`src/rtl/nv_tx_pkg.sv`:
```
// Shared encodings for the NV transmit serializer: status codes, FSM states and the
// preamble pattern driven on every lane before the first data beat.
package nv_tx_pkg;

  typedef enum logic [2:0] {
    StIdle,
    StPre,
    StShift,
    StDone,
    StErr
  } state_e;

  localparam logic [1:0] STATUS_IDLE = 2'd0;
  localparam logic [1:0] STATUS_BUSY = 2'd1;
  localparam logic [1:0] STATUS_DONE = 2'd2;
  localparam logic [1:0] STATUS_ERR  = 2'd3;

  localparam logic PREAMBLE_BIT = 1'b1;

  function automatic logic [1:0] state_to_status(state_e s);
    logic [1:0] st;
    unique case (s)
      StPre, StShift: st = STATUS_BUSY;
      StDone:         st = STATUS_DONE;
      StErr:          st = STATUS_ERR;
      default:        st = STATUS_IDLE;
    endcase
    return st;
  endfunction

endpackage

```
`src/rtl/nv_tx_fifo.sv`:
```
// Synchronous first-word-fall-through FIFO feeding the serializer; rdata_o always shows
// the oldest word so the serializer can load it in the same cycle it pops.
module nv_tx_fifo
  import nv_tx_pkg::*;
#(
  parameter int unsigned DATA_W = 8,
  parameter int unsigned DEPTH  = 16
) (
  input  logic                    clk_i,
  input  logic                    rst_i,
  input  logic                    push_i,
  input  logic [DATA_W-1:0]       wdata_i,
  input  logic                    pop_i,
  input  logic                    flush_i,
  output logic [DATA_W-1:0]       rdata_o,
  output logic                    full_o,
  output logic                    empty_o,
  output logic [$clog2(DEPTH):0]  level_o
);

  localparam int unsigned AW = $clog2(DEPTH);
  localparam int unsigned LW = AW + 1;

  logic [DATA_W-1:0] mem_q [DEPTH];
  logic [AW-1:0]     wr_ptr_q, wr_ptr_d;
  logic [AW-1:0]     rd_ptr_q, rd_ptr_d;
  logic [LW-1:0]     level_q, level_d;
  logic              do_push, do_pop;

  assign full_o  = (level_q == LW'(DEPTH));
  assign empty_o = (level_q == '0);
  assign level_o = level_q;
  assign rdata_o = mem_q[rd_ptr_q];

  // Full is judged on the registered level, so a write while full is dropped even
  // when a pop happens in the same cycle.
  assign do_push = push_i && !full_o;
  assign do_pop  = pop_i && !empty_o;

  always_comb begin
    wr_ptr_d = wr_ptr_q;
    rd_ptr_d = rd_ptr_q;
    level_d  = level_q;
    if (flush_i) begin
      wr_ptr_d = '0;
      rd_ptr_d = '0;
      level_d  = '0;
    end else begin
      if (do_push) wr_ptr_d = wr_ptr_q + 1'b1;
      if (do_pop)  rd_ptr_d = rd_ptr_q + 1'b1;
      case ({do_push, do_pop})
        2'b10:   level_d = level_q + 1'b1;
        2'b01:   level_d = level_q - 1'b1;
        default: level_d = level_q;
      endcase
    end
  end

  always_ff @(posedge clk_i or posedge rst_i) begin
    if (rst_i) begin
      wr_ptr_q <= '0;
      rd_ptr_q <= '0;
      level_q  <= '0;
    end else begin
      wr_ptr_q <= wr_ptr_d;
      rd_ptr_q <= rd_ptr_d;
      level_q  <= level_d;
    end
  end

  always_ff @(posedge clk_i) begin
    if (do_push) mem_q[wr_ptr_q] <= wdata_i;
  end

endmodule

```
`src/rtl/nv_tx_serializer.sv`:
```
// Buffers parallel words and sends them as framed bursts (preamble, then frame_len words)
// over LANES serial lanes toward the NV pads, reporting busy/done/underflow status.
module nv_tx_serializer
  import nv_tx_pkg::*;
#(
  parameter int unsigned DATA_W       = 8,
  parameter int unsigned LANES        = 1,
  parameter int unsigned DEPTH        = 16,
  parameter int unsigned PREAMBLE_CYC = 4,
  parameter int unsigned MSB_FIRST    = 1
) (
  input  logic                    clkp,
  input  logic                    reset,
  input  logic                    wr_en,
  input  logic [DATA_W-1:0]       wr_data,
  output logic                    full,
  output logic [$clog2(DEPTH):0]  fifo_level,
  input  logic                    start,
  input  logic [$clog2(DEPTH):0]  frame_len,
  output logic [1:0]              status,
  output logic [LANES-1:0]        data_out,
  output logic                    data_valid
);

  localparam int unsigned LW    = $clog2(DEPTH) + 1;
  localparam int unsigned BEATS = DATA_W / LANES;
  localparam int unsigned BW    = $clog2(BEATS + 1);
  localparam int unsigned PW    = $clog2(PREAMBLE_CYC + 1);

  state_e            state_q, state_d;
  logic [PW-1:0]     pre_cnt_q, pre_cnt_d;
  logic [BW-1:0]     beat_cnt_q, beat_cnt_d;
  logic [LW-1:0]     word_cnt_q, word_cnt_d;
  logic [LW-1:0]     frame_len_q, frame_len_d;
  logic [DATA_W-1:0] sreg_q, sreg_d;
  logic [LANES-1:0]  data_out_q, data_out_d;
  logic              data_valid_q, data_valid_d;

  logic              fifo_pop, fifo_flush, fifo_empty, load_word;
  logic [DATA_W-1:0] fifo_rdata;

  function automatic logic [LANES-1:0] head(logic [DATA_W-1:0] w);
    if (MSB_FIRST != 0) return w[DATA_W-1 -: LANES];
    else                return w[LANES-1:0];
  endfunction

  function automatic logic [DATA_W-1:0] advance(logic [DATA_W-1:0] w);
    if (MSB_FIRST != 0) return w << LANES;
    else                return w >> LANES;
  endfunction

  nv_tx_fifo #(
    .DATA_W (DATA_W),
    .DEPTH  (DEPTH)
  ) u_fifo (
    .clk_i   (clkp),
    .rst_i   (reset),
    .push_i  (wr_en),
    .wdata_i (wr_data),
    .pop_i   (fifo_pop),
    .flush_i (fifo_flush),
    .rdata_o (fifo_rdata),
    .full_o  (full),
    .empty_o (fifo_empty),
    .level_o (fifo_level)
  );

  always_comb begin
    state_d      = state_q;
    pre_cnt_d    = pre_cnt_q;
    beat_cnt_d   = beat_cnt_q;
    word_cnt_d   = word_cnt_q;
    frame_len_d  = frame_len_q;
    sreg_d       = sreg_q;
    data_out_d   = '0;
    data_valid_d = 1'b0;
    fifo_pop     = 1'b0;
    fifo_flush   = 1'b0;
    load_word    = 1'b0;

    unique case (state_q)
      StIdle, StDone, StErr: begin
        if (start && frame_len != '0) begin
          state_d     = StPre;
          frame_len_d = frame_len;
          pre_cnt_d   = '0;
          data_out_d  = {LANES{PREAMBLE_BIT}};
        end
      end
      StPre: begin
        data_out_d = {LANES{PREAMBLE_BIT}};
        if (pre_cnt_q == PW'(PREAMBLE_CYC - 1)) begin
          load_word  = 1'b1;
          word_cnt_d = '0;
        end else begin
          pre_cnt_d = pre_cnt_q + 1'b1;
        end
      end
      StShift: begin
        if (beat_cnt_q == BW'(BEATS - 1)) begin
          if (word_cnt_q == frame_len_q - 1'b1) begin
            state_d = StDone;
          end else begin
            load_word  = 1'b1;
            word_cnt_d = word_cnt_q + 1'b1;
          end
        end else begin
          beat_cnt_d   = beat_cnt_q + 1'b1;
          data_out_d   = head(sreg_q);
          sreg_d       = advance(sreg_q);
          data_valid_d = 1'b1;
        end
      end
      default: state_d = StIdle;
    endcase

    // Word boundary: the popped word's first beat is registered on this same edge,
    // which keeps consecutive words gapless.
    if (load_word) begin
      if (fifo_empty) begin
        state_d    = StErr;
        fifo_flush = 1'b1;
        data_out_d = '0;
      end else begin
        state_d      = StShift;
        fifo_pop     = 1'b1;
        beat_cnt_d   = '0;
        data_out_d   = head(fifo_rdata);
        sreg_d       = advance(fifo_rdata);
        data_valid_d = 1'b1;
      end
    end
  end

  always_ff @(posedge clkp or posedge reset) begin
    if (reset) begin
      state_q      <= StIdle;
      pre_cnt_q    <= '0;
      beat_cnt_q   <= '0;
      word_cnt_q   <= '0;
      frame_len_q  <= '0;
      sreg_q       <= '0;
      data_out_q   <= '0;
      data_valid_q <= 1'b0;
    end else begin
      state_q      <= state_d;
      pre_cnt_q    <= pre_cnt_d;
      beat_cnt_q   <= beat_cnt_d;
      word_cnt_q   <= word_cnt_d;
      frame_len_q  <= frame_len_d;
      sreg_q       <= sreg_d;
      data_out_q   <= data_out_d;
      data_valid_q <= data_valid_d;
    end
  end

  assign status     = state_to_status(state_q);
  assign data_out   = data_out_q;
  assign data_valid = data_valid_q;

endmodule

```
`config.mk`:
```
export PLATFORM = sky130hd
export DESIGN_NAME = nv_tx_serializer
export DESIGN_NICKNAME = d
export VERILOG_FILES = /design/src/rtl/nv_tx_pkg.sv /design/src/rtl/nv_tx_fifo.sv /design/src/rtl/nv_tx_serializer.sv
export SDC_FILE = /design/constraint.sdc
export NUM_CORES = 1
export LEC_CHECK = 0
export ABC_AREA = 1
export CAP_MARGIN = 10
export CORE_MARGIN = 1
export CORE_UTILIZATION = 55
export DETAILED_ROUTE_END_ITERATION = 16
export PLACE_DENSITY = 0.81
export SETUP_SLACK_MARGIN = 0.1
export SLEW_MARGIN = 40
export SYNTH_ARGS = -nofsm -noshare
export SYNTH_HDL_FRONTEND = slang
export SYNTH_SLANG_ARGS = --single-unit
```
`constraint.sdc`:
```
create_clock -name clkp -period 2.3 [get_ports clkp]
set_input_delay 0.46 -clock clkp [delete_from_list [all_inputs] [get_ports clkp]]
set_output_delay 0.46 -clock clkp [all_outputs]
set_load 0.05 [all_outputs]
```
## After elaboration in Yosys (flattened, before gate mapping)

Memory sizes are Yosys's and may differ from the RTL's.
Index checks and enable logic that the tools add are counted.

- Logic and storage cells: 105
- Output and inout bits: 10
- Memories kept: 1
- Bits in registers: 43
- Memory bits (read-only): 0
- Bits of input ports: 17
- Memory bits (writable): 128
- Bits in latches: 0

Memory list:

| name | words | width | read ports | clocked after Yosys merged registers in | wr ports | line | source |
|---|---|---|---|---|---|---|---|
| u_fifo.mem_q | 16 | 8 | 1 | 0 | 1 | nv_tx_fifo.sv:24 | `logic [DATA_W-1:0] mem_q [DEPTH];` |

- $add $sub $neg: 8
- Bitwise logic cells: 0
- Reductions and logical operators: 19
- Shift operators: 0
- Multiply operators: 0
- Mux-type cells: 47
- Eq/ne operators: 19
- Div/mod/pow operators: 0
- Magnitude comparators: 0

Operators with widths:

| kind | number |
|---|---|
| 4-bit 2-to-1 mux | 8 |
| 8-bit 2-to-1 mux | 4 |
| 3-bit 2-to-1 mux | 7 |
| 5-bit 2-to-1 mux | 4 |
| 5-bit case mux with 2 select lines | 2 |
| 1-bit 2-to-1 mux | 17 |
| 4-bit by 1-bit adder with 4-bit output, second input constant | 3 |
| 2-bit != test, second input constant | 6 |
| 5-bit by 1-bit adder with 5-bit output, second input constant | 2 |
| 5-bit by 1-bit subtractor with 5-bit output, second input constant | 2 |
| 3-bit by 2-bit == test with 1-bit output, second input constant | 3 |
| 3-bit != test, second input constant | 3 |
| 3-bit case mux with 3 select lines | 1 |
| 4-bit AND reduction | 2 |
| 2-bit nonzero test | 4 |
| 2-bit case mux with 3 select lines | 1 |
| 3-bit case mux with 2 select lines | 1 |
| 5-bit == test | 1 |
| 5-bit == test, second input constant | 1 |
| 5-bit logical NOT | 1 |
| 5-bit nonzero test | 1 |
| 4-bit by 3-bit == test with 1-bit output, second input constant | 1 |
| 3-bit by 1-bit adder with 3-bit output, second input constant | 1 |
| 3-bit by 1-bit == test with 1-bit output, second input constant | 1 |
| other kinds (13) | 16 |

## Logic depth before layout (Yosys ltp)

- Depth after elaboration: 10
- Mapped depth: 23
- Mapped depth without buffers: 23

## By module

From an unflattened synthesis, not the netlist that was laid out.

- Cells, all modules: 725
- Area, all modules: 7,921.3 um2

By module, submodules not included:

| module | times used | sequential area each (um2) | cells an instance | area an instance (um2) |
|---|---|---|---|---|
| nv_tx_fifo | 1 | 4,169.0 | 474 | 6,045.8 |
| nv_tx_serializer | 1 | 750.7 | 251 | 1,875.5 |

## Least setup slack after synthesis

OpenSTA, ideal clock, no wires.

- Path kind: register to register
- Start: register u_fifo.level_q[1] (netlist: u_fifo.level_o[1])
- End: register u_fifo.level_q[4] (netlist: u_fifo.level_o[4])
- Data required time: 2.182 ns
- Stages on the path, launching flop included: 13
- Setup time: 0.118 ns
- Arrival: 2.122 ns
- Path buffers: 0
- Slack: 0.060 ns
- Clock period less this slack: 2.240 ns
- Cells stage by stage: dfrtp_1 > nor4_2 > nand2_1 > nand2_2 > nand3_2 > inv_2 > ha_1 > inv_1 > nor2_1 > nor2_1 > nand3_1 > nand3_1 > nand2_1

- Longest elaborated chain between the ends: 7
- Elaborated cells between the ends (all ways): 17
- Those cells by class: add/sub: 2; eq/ne: 3; mux: 6; reduce/logical: 6

RTL lines:

| element | line | source |
|---|---|---|
| from (decl) | nv_tx_fifo.sv:27 | `logic [LW-1:0] level_q, level_d;` |
| from (signal assigned) | nv_tx_fifo.sv:67 | `level_q <= level_d;` |
| 5-bit logical NOT | nv_tx_fifo.sv:31 | `assign empty_o = (level_q == '0);` |
| 1-bit 2-to-1 mux | nv_tx_serializer.sv:120 | `if (fifo_empty) begin` |
| 1-bit 2-to-1 mux | nv_tx_serializer.sv:119 | `if (load_word) begin` |
| 1-bit logical AND | nv_tx_fifo.sv:38 | `assign do_pop = pop_i && !empty_o;` |
| 2-bit by 1-bit == test with 1-bit output / 2-bit == test (equally long branches) | nv_tx_fifo.sv:51 | `case ({do_push, do_pop})` |
| 5-bit case mux with 2 select lines | nv_tx_fifo.sv:51 |  |
| 5-bit 2-to-1 mux | nv_tx_fifo.sv:44 | `if (flush_i) begin` |

Parallel ways exist; a longest one is shown, timed or not.
A chain may end at the register's enable or synchronous reset.

## Worst setup path after layout

- Start: register frame_len_q[0]
- End: register u_fifo.level_q[4] (netlist: u_fifo.level_o[4])

- Longest elaborated chain between the ends: 10
- Elaborated cells between the ends (all ways): 13
- Those cells by class: add/sub: 1; eq/ne: 3; mux: 7; reduce/logical: 2

RTL lines:

| element | line | source |
|---|---|---|
| from (decl) | nv_tx_serializer.sv:34 | `logic [LW-1:0] frame_len_q, frame_len_d;` |
| from (signal assigned) | nv_tx_serializer.sv:150 | `frame_len_q <= frame_len_d;` |
| 5-bit by 1-bit subtractor with 5-bit output (*) | nv_tx_serializer.sv:101 | `if (word_cnt_q == frame_len_q - 1'b1) begin` |
| 5-bit == test (*) | nv_tx_serializer.sv:101 |  |
| 1-bit 2-to-1 mux (*) | nv_tx_serializer.sv:101 |  |
| 1-bit 2-to-1 mux (*) | nv_tx_serializer.sv:100 | `if (beat_cnt_q == BW'(BEATS - 1)) begin` |
| 1-bit case mux with 2 select lines (*) | nv_tx_serializer.sv:81 | `unique case (state_q)` |
| 1-bit 2-to-1 mux | nv_tx_serializer.sv:119 |  |
| 1-bit logical AND | nv_tx_fifo.sv:38 |  |
| 2-bit by 1-bit == test with 1-bit output / 2-bit == test (equally long branches) | nv_tx_fifo.sv:51 |  |
| 5-bit case mux with 2 select lines | nv_tx_fifo.sv:51 |  |
| 5-bit 2-to-1 mux | nv_tx_fifo.sv:44 |  |

Every way passes the cells marked *; elsewhere a longest branch is shown, timed or not.

==> results.md <==
• 0 — final number of max-transition violations
• 56.4% — effective utilization at floorplan
• 10.9 mW — total power consumption of the routed design
• 5429 — total number of vias
• 7470 µm² — post-synthesis cell area
• -0.0733 ns — Total Negative Setup Slacks
• 4 — CTS H-Tree Depth
• 119 µm — Die Y-Extent
• negative setup slack — violated checks
• 4 — Critical Path Fanout Max
• 27.5 mm — wire length of the first global-routing pass
• 701 — 1st-iter DRT viols
• 2.75 ns — arrival time worst endpoint
• 11.0 µm² — Synth Area per Inst
• -0.0733 ns — post-layout worst setup margin
• 2.37 ns — final critical delay including setup and external delays
• 928 — Layout Cells excl Fill
• 5 — DRT Pass-1 Iters
• 421 MHz — maximum clock rate
• 5338 — vias in the first global route
• 1 — setup violation total in the final timing report
• 0 — count of final hold-check violations
• 17.3 mm — final routed wirelength across all metal layers
• 171 — register bit count reported by yosys
• complete, but fails checks — status
• 42 — row count
• 706 — Post-Synthesis Net Count
• 0 — antenna violations before repair
• 0 — post-route antenna net violation count
• 70 — pin count of the biggest net entering global routing
• 40 — count of distinct cell types in the synthesized netlist
• 13200 µm² — Std-Cell Core Area
• 0 — hold_buf cts
• 27 — top-level port count
• 19.0% — Layout Area Growth over Synthesis
• 0 — Max Cap Violations
• sky130_fd_sc_hd__clkbuf_16 — Clock Root Buffer
• 103% — portion of the clock cycle consumed by the worst path in the final layout
• yes — TritonCTS clock tree
• 0 — GRT Residual Overflow
• 768 — number of nets in the final layout
• 14000 µm² — total die area
• flop — kind of capture point of the worst setup path
• flop — Critical Path Start Type
• true — setup repair after global routing missed its margin
• 67.1% — end-of-flow core utilization
• 5.85 — post-detailed-route via-to-cell ratio
• 26.4% — global-route usage over all layers
• 677 — number of standard cells after synthesis
• 26 — port buffer count
• 11.1 mm — estimated wirelength of the detail-placed design
• 0 — Remaining DRCs
• 18.7 µm — Avg WL per Cell
• 888 — number of instances in the placed design
• in2async — path category of the worst min-delay check
• 0.881 — routability congestion estimate from global placement
• 55.2% — worst slew slack as a fraction of its limit
• 65.9% — sequential-to-total area share from yosys stat
• 2.67 ns — Data required, critical path
• 0 — Yosys warning count
• 0.06 ns — clock edge transition at the registers on the reported setup and hold paths
• 1230 nW/µm² — Pwr Density
• reg2reg — type of the worst setup path
• 119 µm — Die W
• 0.000749 V — VDD IR-drop max
• 0.670 ns — Tightest Pin Transition
• 171 — sinks on the clock net
• 3.43 nW — Leak Pwr
• 0.0125 ns — skew final
• -0.159 ns — pre-CTS WS
• 0 — number of inserted diodes
• 2 — maximum buffer depth of the clock tree
• 17 — number of buffers created by CTS
• 18.1% — fraction of final layout cells sized beyond drive strength 1
• 0.44 ns — insertion delay to the later sink of the worst-skew pair
-- routing by layer --
metal	track usage (%)	part of all wire [%]
met1	33.6	39
met2	43.7	49
met3	6.08	8.0
met4	11.5	3.2
met5	0	0
-- layout make-up --
| type | instances | area (µm²) |
|---|---|---|
| timing repair buffer | 67 | 616 |
| clock inverter | 14 | 136 |
| multi-input combinational | 426 | 2330 |
| fill | 906 | 4360 |
| sequential | 171 | 4920 |
| clock buffer | 18 | 429 |
| inverter | 56 | 225 |
| tap | 176 | 220 |
-- report_power, final --
part | internal (mW) | switching [mW]
Clock | 1.51 | 1.23
Sequential | 3.82 | 0.334
Combinational | 1.36 | 2.66
Total | 6.70 | 4.22
-- Yosys cell counts --
master / count / area share (%)
sky130_fd_sc_hd__nor3_4: 1 / 0.22
sky130_fd_sc_hd__o21ai_0: 55 / 3.7
sky130_fd_sc_hd__o211ai_1: 2 / 0.20
sky130_fd_sc_hd__ha_1: 12 / 2.0
sky130_fd_sc_hd__buf_6: 1 / 0.15
sky130_fd_sc_hd__nand4_1: 13 / 1.1
sky130_fd_sc_hd__a31oi_1: 9 / 0.75
sky130_fd_sc_hd__a211oi_2: 1 / 0.17
sky130_fd_sc_hd__nand3_1: 30 / 2.0
sky130_fd_sc_hd__a21oi_4: 1 / 0.22
sky130_fd_sc_hd__clkinv_1: 2 / 0.10
sky130_fd_sc_hd__dfrtp_1: 43 / 14
sky130_fd_sc_hd__a22o_1: 1 / 0.12
sky130_fd_sc_hd__inv_1: 39 / 2.0
sky130_fd_sc_hd__buf_4: 1 / 0.10
sky130_fd_sc_hd__o221ai_1: 10 / 1.2
sky130_fd_sc_hd__o32ai_1: 1 / 0.12
sky130_fd_sc_hd__nor2_4: 6 / 0.90
sky130_fd_sc_hd__nor2_1: 78 / 3.9
sky130_fd_sc_hd__nor3b_2: 1 / 0.17
sky130_fd_sc_hd__a221oi_1: 7 / 0.82
sky130_fd_sc_hd__buf_2: 2 / 0.13
sky130_fd_sc_hd__nand2_1: 131 / 6.6
sky130_fd_sc_hd__xor2_1: 2 / 0.23
sky130_fd_sc_hd__nor3_1: 3 / 0.20
sky130_fd_sc_hd__nor3_2: 1 / 0.13
sky130_fd_sc_hd__o22ai_1: 8 / 0.67
sky130_fd_sc_hd__inv_2: 15 / 0.75
sky130_fd_sc_hd__o21ai_1: 5 / 0.34
sky130_fd_sc_hd__nand4_4: 1 / 0.28
sky130_fd_sc_hd__nand2_2: 8 / 0.67
sky130_fd_sc_hd__edfxtp_1: 128 / 51
sky130_fd_sc_hd__nor2_2: 1 / 0.084
sky130_fd_sc_hd__nand2_4: 2 / 0.30
sky130_fd_sc_hd__a21oi_1: 28 / 1.9
sky130_fd_sc_hd__nor4_2: 1 / 0.17
sky130_fd_sc_hd__nand3_2: 2 / 0.27
sky130_fd_sc_hd__clkbuf_1: 20 / 1.0
sky130_fd_sc_hd__a211oi_1: 4 / 0.40
sky130_fd_sc_hd__o21a_1: 1 / 0.10
-- kinds of logic (layout without fill, tap and decap cells) --
logic type | count (synthesis) | count (layout) | synth area share, %
and+or+nand+nor | 279 | 279 | 17.0
AOI/OAI and AO/OA | 133 | 133 | 10.6
adders and majority gates | 12 | 12 | 2.01
xor gates and xnor gates | 2 | 2 | 0.235
buffers and inverters | 80 | 155 | 4.21
DFF | 171 | 171 | 65.9
-- cells in the final DEF (no fill, tap or decap), types with 3 or more instances in the layout --
cell	Yosys	layout
sky130_fd_sc_hd__nand2_1	131	128
sky130_fd_sc_hd__edfxtp_1	128	128
sky130_fd_sc_hd__nor2_1	78	75
sky130_fd_sc_hd__o21ai_0	55	55
sky130_fd_sc_hd__dfrtp_1	43	40
sky130_fd_sc_hd__buf_4	1	39
sky130_fd_sc_hd__inv_1	39	35
sky130_fd_sc_hd__a21oi_1	28	28
sky130_fd_sc_hd__nand3_1	30	27
sky130_fd_sc_hd__clkdlybuf4s50_1	0	21
sky130_fd_sc_hd__clkbuf_16	0	17
sky130_fd_sc_hd__inv_2	15	14
sky130_fd_sc_hd__nand4_1	13	13
sky130_fd_sc_hd__nand2_2	8	10
sky130_fd_sc_hd__o221ai_1	10	10
sky130_fd_sc_hd__a31oi_1	9	9
sky130_fd_sc_hd__ha_1	12	9
sky130_fd_sc_hd__nor2_4	6	7
sky130_fd_sc_hd__a221oi_1	7	7
sky130_fd_sc_hd__o22ai_1	8	7
sky130_fd_sc_hd__o21ai_1	5	5
sky130_fd_sc_hd__inv_6	0	4
sky130_fd_sc_hd__clkinv_1	2	4
sky130_fd_sc_hd__nand3_2	2	4
sky130_fd_sc_hd__buf_12	0	4
sky130_fd_sc_hd__nor2_2	1	3
sky130_fd_sc_hd__nor3_1	3	3
sky130_fd_sc_hd__a211oi_2	1	3
sky130_fd_sc_hd__clkinv_4	0	3
sky130_fd_sc_hd__inv_8	0	3
sky130_fd_sc_hd__dfrtp_2	0	3
-- sequential cells by signal, summed over array words and instances (netlist names) --
register,cells
sreg_q,8
u_fifo.mem_q,128
word_cnt_q,5
u_fifo.wr_ptr_q,4
data_valid,1
u_fifo.level_o,5
data_out,1
u_fifo.rd_ptr_q,4
beat_cnt_q,4
pre_cnt_q,3
frame_len_q,5
state_q,3
-- critical path, cell delays in order (launching register included) --
cell                      delay, ns
sky130_fd_sc_hd__dfrtp_1       0.40
sky130_fd_sc_hd__inv_2         0.07
sky130_fd_sc_hd__ha_4          0.27
sky130_fd_sc_hd__inv_2         0.03
sky130_fd_sc_hd__nand2_2       0.05
sky130_fd_sc_hd__nand2_1       0.05
sky130_fd_sc_hd__nor2_1        0.09
sky130_fd_sc_hd__nand2_1       0.06
sky130_fd_sc_hd__nor2_2        0.11
sky130_fd_sc_hd__nand2_2       0.08
sky130_fd_sc_hd__nand2_2       0.10
sky130_fd_sc_hd__nand2_4       0.08
sky130_fd_sc_hd__nand3_4       0.09
sky130_fd_sc_hd__inv_4         0.05
sky130_fd_sc_hd__ha_4          0.24
sky130_fd_sc_hd__inv_4         0.07
sky130_fd_sc_hd__nor2_4        0.04
sky130_fd_sc_hd__nor2_2        0.14
sky130_fd_sc_hd__nand2_1       0.08
sky130_fd_sc_hd__nand2_1       0.09
sky130_fd_sc_hd__nand3_2       0.06
sky130_fd_sc_hd__nand2_1       0.06
-- path summary, 6_finish.rpt --
path / start / end / slack, ns / depth (start not counted)
worst max-delay path: frame_len_q[0]$_DFFE_PP0P_ / u_fifo.level_o[4]$_DFFE_PP0P_ / -0.07 / 21
worst min-delay path: reset / pre_cnt_q[2]$_DFFE_PP0P_ / 0.35 / 2
worst max register to register: frame_len_q[0]$_DFFE_PP0P_ / u_fifo.level_o[4]$_DFFE_PP0P_ / -0.07 / 21
worst min register to register: pre_cnt_q[2]$_DFFE_PP0P_ / pre_cnt_q[2]$_DFFE_PP0P_ / 0.50 / 2
max in group asynchronous: reset / u_fifo.rd_ptr_q[0]$_DFFE_PP0P_ / 1.43 / 3
min in group clkp: pre_cnt_q[2]$_DFFE_PP0P_ / pre_cnt_q[2]$_DFFE_PP0P_ / 0.50 / 2
-- timing repair --
item / in CTS / in global routing
setup buffers: 2 / 6
pin swaps: 2 / 14
gates resized for setup: 10 / 21
setup endpoints to repair: 14 / 20
-- per-stage QoR --
step	cell area [µm²]	hold WS, ns
2_1_floorplan	7470	0.453
6_report	8880	0.353
5_1_grt	8880	0.386
4_1_cts	8760	0.354
3_5_place_dp	8140	0.487
3_3_place_gp	8140	0.467
(Power assumes the default switching activity.)
